==> src/rtl/mem_access.sv <==
// Multi-cycle load/store unit between the MEM stage and a word-wide data RAM.
// Byte/half stores use read-modify-write. Optional macro: MISALIGN_EXC_EN.
module mem_access (
    input  logic        clk,
    input  logic        rst,
    input  logic        req,
    input  logic [2:0]  op,
    input  logic [31:0] addr,
    input  logic [31:0] wdata,
    output logic [31:0] rdata,
    output logic        done,
    output logic        busy,
    output logic        exc,
    output logic        memCe,
    output logic        memWe,
    output logic [31:0] memAddr,
    output logic [31:0] memWdata,
    input  logic [31:0] memRdata
);
    localparam logic [2:0] OpLw  = 3'b000;
    localparam logic [2:0] OpLb  = 3'b001;
    localparam logic [2:0] OpLbu = 3'b010;
    localparam logic [2:0] OpLh  = 3'b011;
    localparam logic [2:0] OpLhu = 3'b100;
    localparam logic [2:0] OpSw  = 3'b101;
    localparam logic [2:0] OpSb  = 3'b110;
    localparam logic [2:0] OpSh  = 3'b111;

    typedef enum logic [2:0] {StIdle, StLd, StRd, StWr, StResp} state_e;

    state_e      state_q, state_d;
    logic [31:0] rdata_q;
    logic [31:0] merge_q;
    logic [1:0]  lane;
    logic [4:0]  shamt;
    logic [31:0] shifted;
    logic [31:0] ld_fmt;
    logic [31:0] lane_mask;
    logic [31:0] lane_data;
    logic        is_load;
    logic        misalign;
    logic        accept;

    assign is_load = (op <= OpLhu);
    assign accept  = (state_q == StIdle) && req;

    // Low address bits a given op ignores are forced to zero.
    always_comb begin
        lane = addr[1:0];
        unique case (op)
            OpLw, OpSw:        lane = 2'b00;
            OpLh, OpLhu, OpSh: lane = {addr[1], 1'b0};
            default:           lane = addr[1:0];
        endcase
    end

`ifdef MISALIGN_EXC_EN
    logic exc_q;
    always_comb begin
        unique case (op)
            OpLw, OpSw:        misalign = (addr[1:0] != 2'b00);
            OpLh, OpLhu, OpSh: misalign = addr[0];
            default:           misalign = 1'b0;
        endcase
    end
    always_ff @(posedge clk or posedge rst) begin
        if (rst)         exc_q <= 1'b0;
        else if (accept) exc_q <= misalign;
    end
    assign exc = exc_q;
`else
    assign misalign = 1'b0;
    assign exc      = 1'b0;
`endif

    assign shamt   = {lane, 3'b000};
    assign shifted = memRdata >> shamt;

    always_comb begin
        ld_fmt = memRdata;
        unique case (op)
            OpLb:    ld_fmt = {{24{shifted[7]}}, shifted[7:0]};
            OpLbu:   ld_fmt = {24'h0, shifted[7:0]};
            OpLh:    ld_fmt = {{16{shifted[15]}}, shifted[15:0]};
            OpLhu:   ld_fmt = {16'h0, shifted[15:0]};
            default: ld_fmt = memRdata;
        endcase
    end

    // Store lane merge: replace the selected byte/half of the fetched word.
    always_comb begin
        lane_mask = 32'h0000_00ff << shamt;
        lane_data = {24'h0, wdata[7:0]} << shamt;
        if (op == OpSh) begin
            lane_mask = 32'h0000_ffff << shamt;
            lane_data = {16'h0, wdata[15:0]} << shamt;
        end
    end

    assign memWdata = (op == OpSw) ? wdata : ((merge_q & ~lane_mask) | lane_data);
    assign memAddr  = {addr[31:2], 2'b00};

    always_comb begin
        state_d = state_q;
        memCe   = 1'b0;
        memWe   = 1'b0;
        unique case (state_q)
            StIdle: begin
                if (req) begin
                    if (misalign)               state_d = StResp;
                    else if (is_load)           state_d = StLd;
                    else if (op == OpSw)        state_d = StWr;
                    else                        state_d = StRd;
                end
            end
            StLd: begin
                memCe   = 1'b1;
                state_d = StResp;
            end
            StRd: begin
                memCe   = 1'b1;
                state_d = StWr;
            end
            StWr: begin
                memCe   = 1'b1;
                memWe   = 1'b1;
                state_d = StResp;
            end
            StResp:  state_d = StIdle;
            default: state_d = StIdle;
        endcase
    end

    always_ff @(posedge clk or posedge rst) begin
        if (rst) begin
            state_q <= StIdle;
            rdata_q <= 32'h0;
            merge_q <= 32'h0;
        end else begin
            state_q <= state_d;
            if (accept)                rdata_q <= 32'h0;
            else if (state_q == StLd)  rdata_q <= ld_fmt;
            if (state_q == StRd)       merge_q <= memRdata;
        end
    end

    assign rdata = rdata_q;
    assign done  = (state_q == StResp);
    assign busy  = (state_q != StIdle);
endmodule

==> config.mk <==
export PLATFORM = sky130hd
export DESIGN_NAME = mem_access
export DESIGN_NICKNAME = d
export VERILOG_FILES = /design/src/rtl/mem_access.sv
export SDC_FILE = /design/constraint.sdc
export NUM_CORES = 1
export LEC_CHECK = 0
export ABC_CLOCK_PERIOD_IN_PS = 3740
export CORE_AREA = 2 2 100 102
export CTS_CLUSTER_SIZE = 20
export DETAILED_ROUTE_END_ITERATION = 12
export DIE_AREA = 0 0 102 104
export GPL_TIMING_DRIVEN = 0
export PLACE_DENSITY = 0.95
export SYNTH_ARGS = -nofsm -noshare
export SYNTH_HDL_FRONTEND = slang
export SYNTH_SLANG_ARGS = --single-unit
==> constraint.sdc <==
create_clock -name clk -period 3.74 [get_ports clk]
set_input_delay 0.561 -clock clk [delete_from_list [all_inputs] [get_ports clk]]
set_output_delay 0.561 -clock clk [all_outputs]
set_load 0.03 [all_outputs]
==> impl_metrics.csv <==
group,metric,value,unit
final_layout,diodes,0,
synth,synth-seq-cells,67,
worst_setup_path,cp.arrival,3.11,ns
floorplan,core-area,0.009549,sq mm
grt,grt_first_pass_wirelength,24180,um
floorplan,die_h,104,um
clock_tree,htree_levels,3,
pwr,power_frac_seq,29.4,%
pwr,ir_drop,0.4202,mV
grt,grt.overflow.total,0,
synth,syn_inst,461,
worst_setup_path,path_cells,"clkdlybuf4s50_1 -> buf_2 -> nand2_1 -> a311oi_4 -> buf_4 -> nand2_1 -> o21ai_0 -> clkdlybuf4s50_1",
grt,grt_pass1_vias,4542,
synth,async_flop_share,100.0,%
synth,ys_types,48,
pwr,p_leak,2.971,nW
floorplan,rows,36,
synth,post_synth_fa_ha_maj_area_fraction,0,%
floorplan,io_pins,203,
synth,yosysWarnings,0,
routing,drtPass1Iterations,6,
run,maxCapViolCount,0,
worst_setup_path,crit_path_start_kind,"primary input",
routing,totalWireLength,16190,um
synth,synth_area_per_cell,9.125,sq um
synth,synth_area,0.004207,sq mm
clock_tree,cts_buffer_depth,2,
timing,final-hold-violation-count,0,
synth,synth-compound-area-share,19.87,%
routing,wl_per_cell,20.60,um
routing,first_iter_violations,353,
routing,vias_per_cell,5.947,
pwr,intPower,2.414,mW
timing,max_freq,0.2723,GHz
clock_tree,cts_hold_buf,0,
final_layout,drive_gt1_share,18.38,%
grt,antenna_found_initial,0,
synth,synth_edf_count,0,
final_layout,area_growth,53.45,%
timing,finalClockSkew,0.008188,ns
placed_design,dp.cells,766,
placed_design,port_buffers,169,
pwr,combPwrFrac,56.1,%
worst_setup_path,path_max_fanout,10,
timing,tns,0,ns
routing,drc,0,
worst_setup_path,slowest_stage,"clkdlybuf4s50_1",
timing,drv_slew,0,
pwr,p_clk_share,14.4,%
floorplan,die_area,0.01061,sq mm
timing,setup_viol,0,
pwr,power_switching,1.856,mW
worst_setup_path,crit_type,"primary input to output port",
routing,drtAntennaViolNets,0,
synth,synth-xor-area-share,0.5949,%
final_layout,stdcell_count,786,
placed_design,place_hpwl,12260,um
grt,grt_usage,29.75,%
clock_tree,cts_made_buffers,9,
synth,synth_top_flop_cell,"dfrtp_1",
timing,period_needed,3.672,ns
placed_design,gp_congestion,0.9416,
worst_setup_path,end_kind,"output port",
timing,rsz0062_at_grt,"no",
final_layout,fin_nets,750,
timing,worstMarginPinSlew,0.6797,ns
routing,num_vias,4674,
clock_tree,cts_tree,"done",
synth,ys_seq_area_share,39.86,%
worst_setup_path,required,3.18,ns
grt,grt_max_degree,38,
clock_tree,insertion_delay,0.34,ns
clock_tree,clk_pin_slew_worst_paths,0.08,ns
synth,synth_top_family_by_area,"compound AO/OA/AOI/OAI gates",
clock_tree,cts_root_buffer,"clkbuf_8",
final_layout,nFillCells,750,
clock_tree,numClockSinks,67,
synth,synthSimpleGateAreaFrac,14.37,%
timing,relSlewSlack,54.69,%
worst_setup_path,max_stage_delay,0.70,ns
timing,period_share,98.18,%
floorplan,fp.dieW,102,um
pwr,powerDensity,661.5,mW/mm^2
worst_hold_path,hp-class,"flip-flop to flip-flop",
synth,muxShareOfSynthArea,14.57,%
pwr,p_sw_share,43.47,%
outcome,status,"complete, no violations",
floorplan,start_util,44.05,%
[state kept, by name (all words and copies together) (netlist names)]
| name | cells |
|---|---|
| merge_q | 32 |
| rdata | 32 |
| state_q | 3 |
[what timing repair did]
item	in CTS	in global routing
resized for setup	13	41
hold endpoints to repair	0	0
setup endpoints to repair	32	26
pin swaps	1	1
setup buffers	1	3
[per-stage QoR]
stage | power [mW] | hold WS [ns] | util [%] | setup slack, ns | instance area, sq um
floorplan | 2.678 | 0.4800 | - | 0.8183 | 4214
global placement | 3.564 | 0.4837 | 63.59 | -0.3173 | 6072
detailed placement | 3.646 | 0.4775 | 63.80 | -0.3241 | 6092
CTS | 4.265 | 0.4998 | 66.29 | -0.01259 | 6330
global route | 4.477 | 0.5162 | 67.60 | 0.003762 | 6455
finish | 4.270 | 0.4957 | 67.60 | 0.06803 | 6455
[routing by layer]
layer  vias up  routed length (um)  global-route usage [%]
li1       2008                   -                       -
met1      2218                5761                   36.42
met2       373                7977                   49.77
met3        75                1628                   5.780
met4         0                 824                   13.90
met5         -                   0                       0
[synthesized netlist by cell type, types with 13 or more instances]
library cell | count | area [sq um]
a21oi_1 | 18 | 90.09
a221oi_1 | 16 | 140.1
buf_4 | 35 | 262.8
clkbuf_1 | 20 | 75.07
dfrtp_1 | 67 | 1677
inv_1 | 13 | 48.80
mux2_2 | 34 | 382.9
mux2i_1 | 23 | 230.2
nand2_1 | 39 | 146.4
nor2_1 | 61 | 229.0
o21ai_0 | 23 | 115.1
o21ai_1 | 24 | 120.1
o221ai_1 | 18 | 157.7
[path summary, 6_finish.rpt]
kind / from / end / cells past startpoint / slack (ns)
worst max-delay path: addr[1] / memWdata[3] / 8 / 0.07
worst min-delay path: rdata[10]$_DFFE_PP0P_ / rdata[10]$_DFFE_PP0P_ / 2 / 0.50
worst max register to register: state_q[0]$_DFFE_PP0P_ / rdata[14]$_DFFE_PP0P_ / 7 / 1.47
worst min register to register: rdata[10]$_DFFE_PP0P_ / rdata[10]$_DFFE_PP0P_ / 2 / 0.50
max in group asynchronous: rst / merge_q[30]$_DFFE_PP0N_ / 3 / 2.47
min in group asynchronous: rst / rdata[16]$_DFFE_PP0P_ / 2 / 0.63
[worst max-delay path: cells and delay by family]
family,cells,cell delay [ns]
AND/OR/NAND/NOR,2,0.28
buffers and inverters,4,1.77
AO/OA/AOI/OAI,2,0.49
[cell families (layout without fill, tap and decap cells)]
| logic type | count (synthesis) | after routing |
|---|---|---|
| mux | 57 | 57 |
| buf+inv | 78 | 268 |
| compound gates | 121 | 121 |
| simple gates | 135 | 135 |
| flops | 67 | 67 |
| other cells | 1 | 3 |
| xor+xnor | 2 | 2 |
[layout make-up]
class	instances	area [sq um]	area share (%)
clock buffer	10	127.6	1.977
multi-input combinational	318	2132	33.03
timing repair buffer	174	1818	28.16
inverter	13	48.80	0.7560
sequential	67	1677	25.97
buffer	65	411.6	6.377
tap	133	166.4	2.578
clock inverter	6	73.82	1.144
[power by group through the flow]
stage | Sequential, mW | Clock, mW | Combinational [mW]
2_1_floorplan | 1.45 | 0 | 1.23
3_3_place_gp | 1.24 | 0 | 2.32
3_5_place_dp | 1.26 | 0 | 2.39
4_1_cts | 1.25 | 0.625 | 2.39
5_1_grt | 1.29 | 0.664 | 2.52
6_report | 1.26 | 0.617 | 2.40
[cell usage in the layout, fill, tap and decap left out, types with 15 or more instances in the layout]
cell type	Yosys	final
o221ai_1	18	18
a221oi_1	16	15
buf_4	35	39
mux2i_1	23	23
mux2_2	34	34
a21oi_1	18	18
nand2_1	39	39
nor2_1	61	61
clkdlybuf4s50_1	0	138
o21ai_1	24	21
dlymetal6s2s_1	0	27
dfrtp_1	67	67
o21ai_0	23	23
Power figures use the tool's default switching activity.
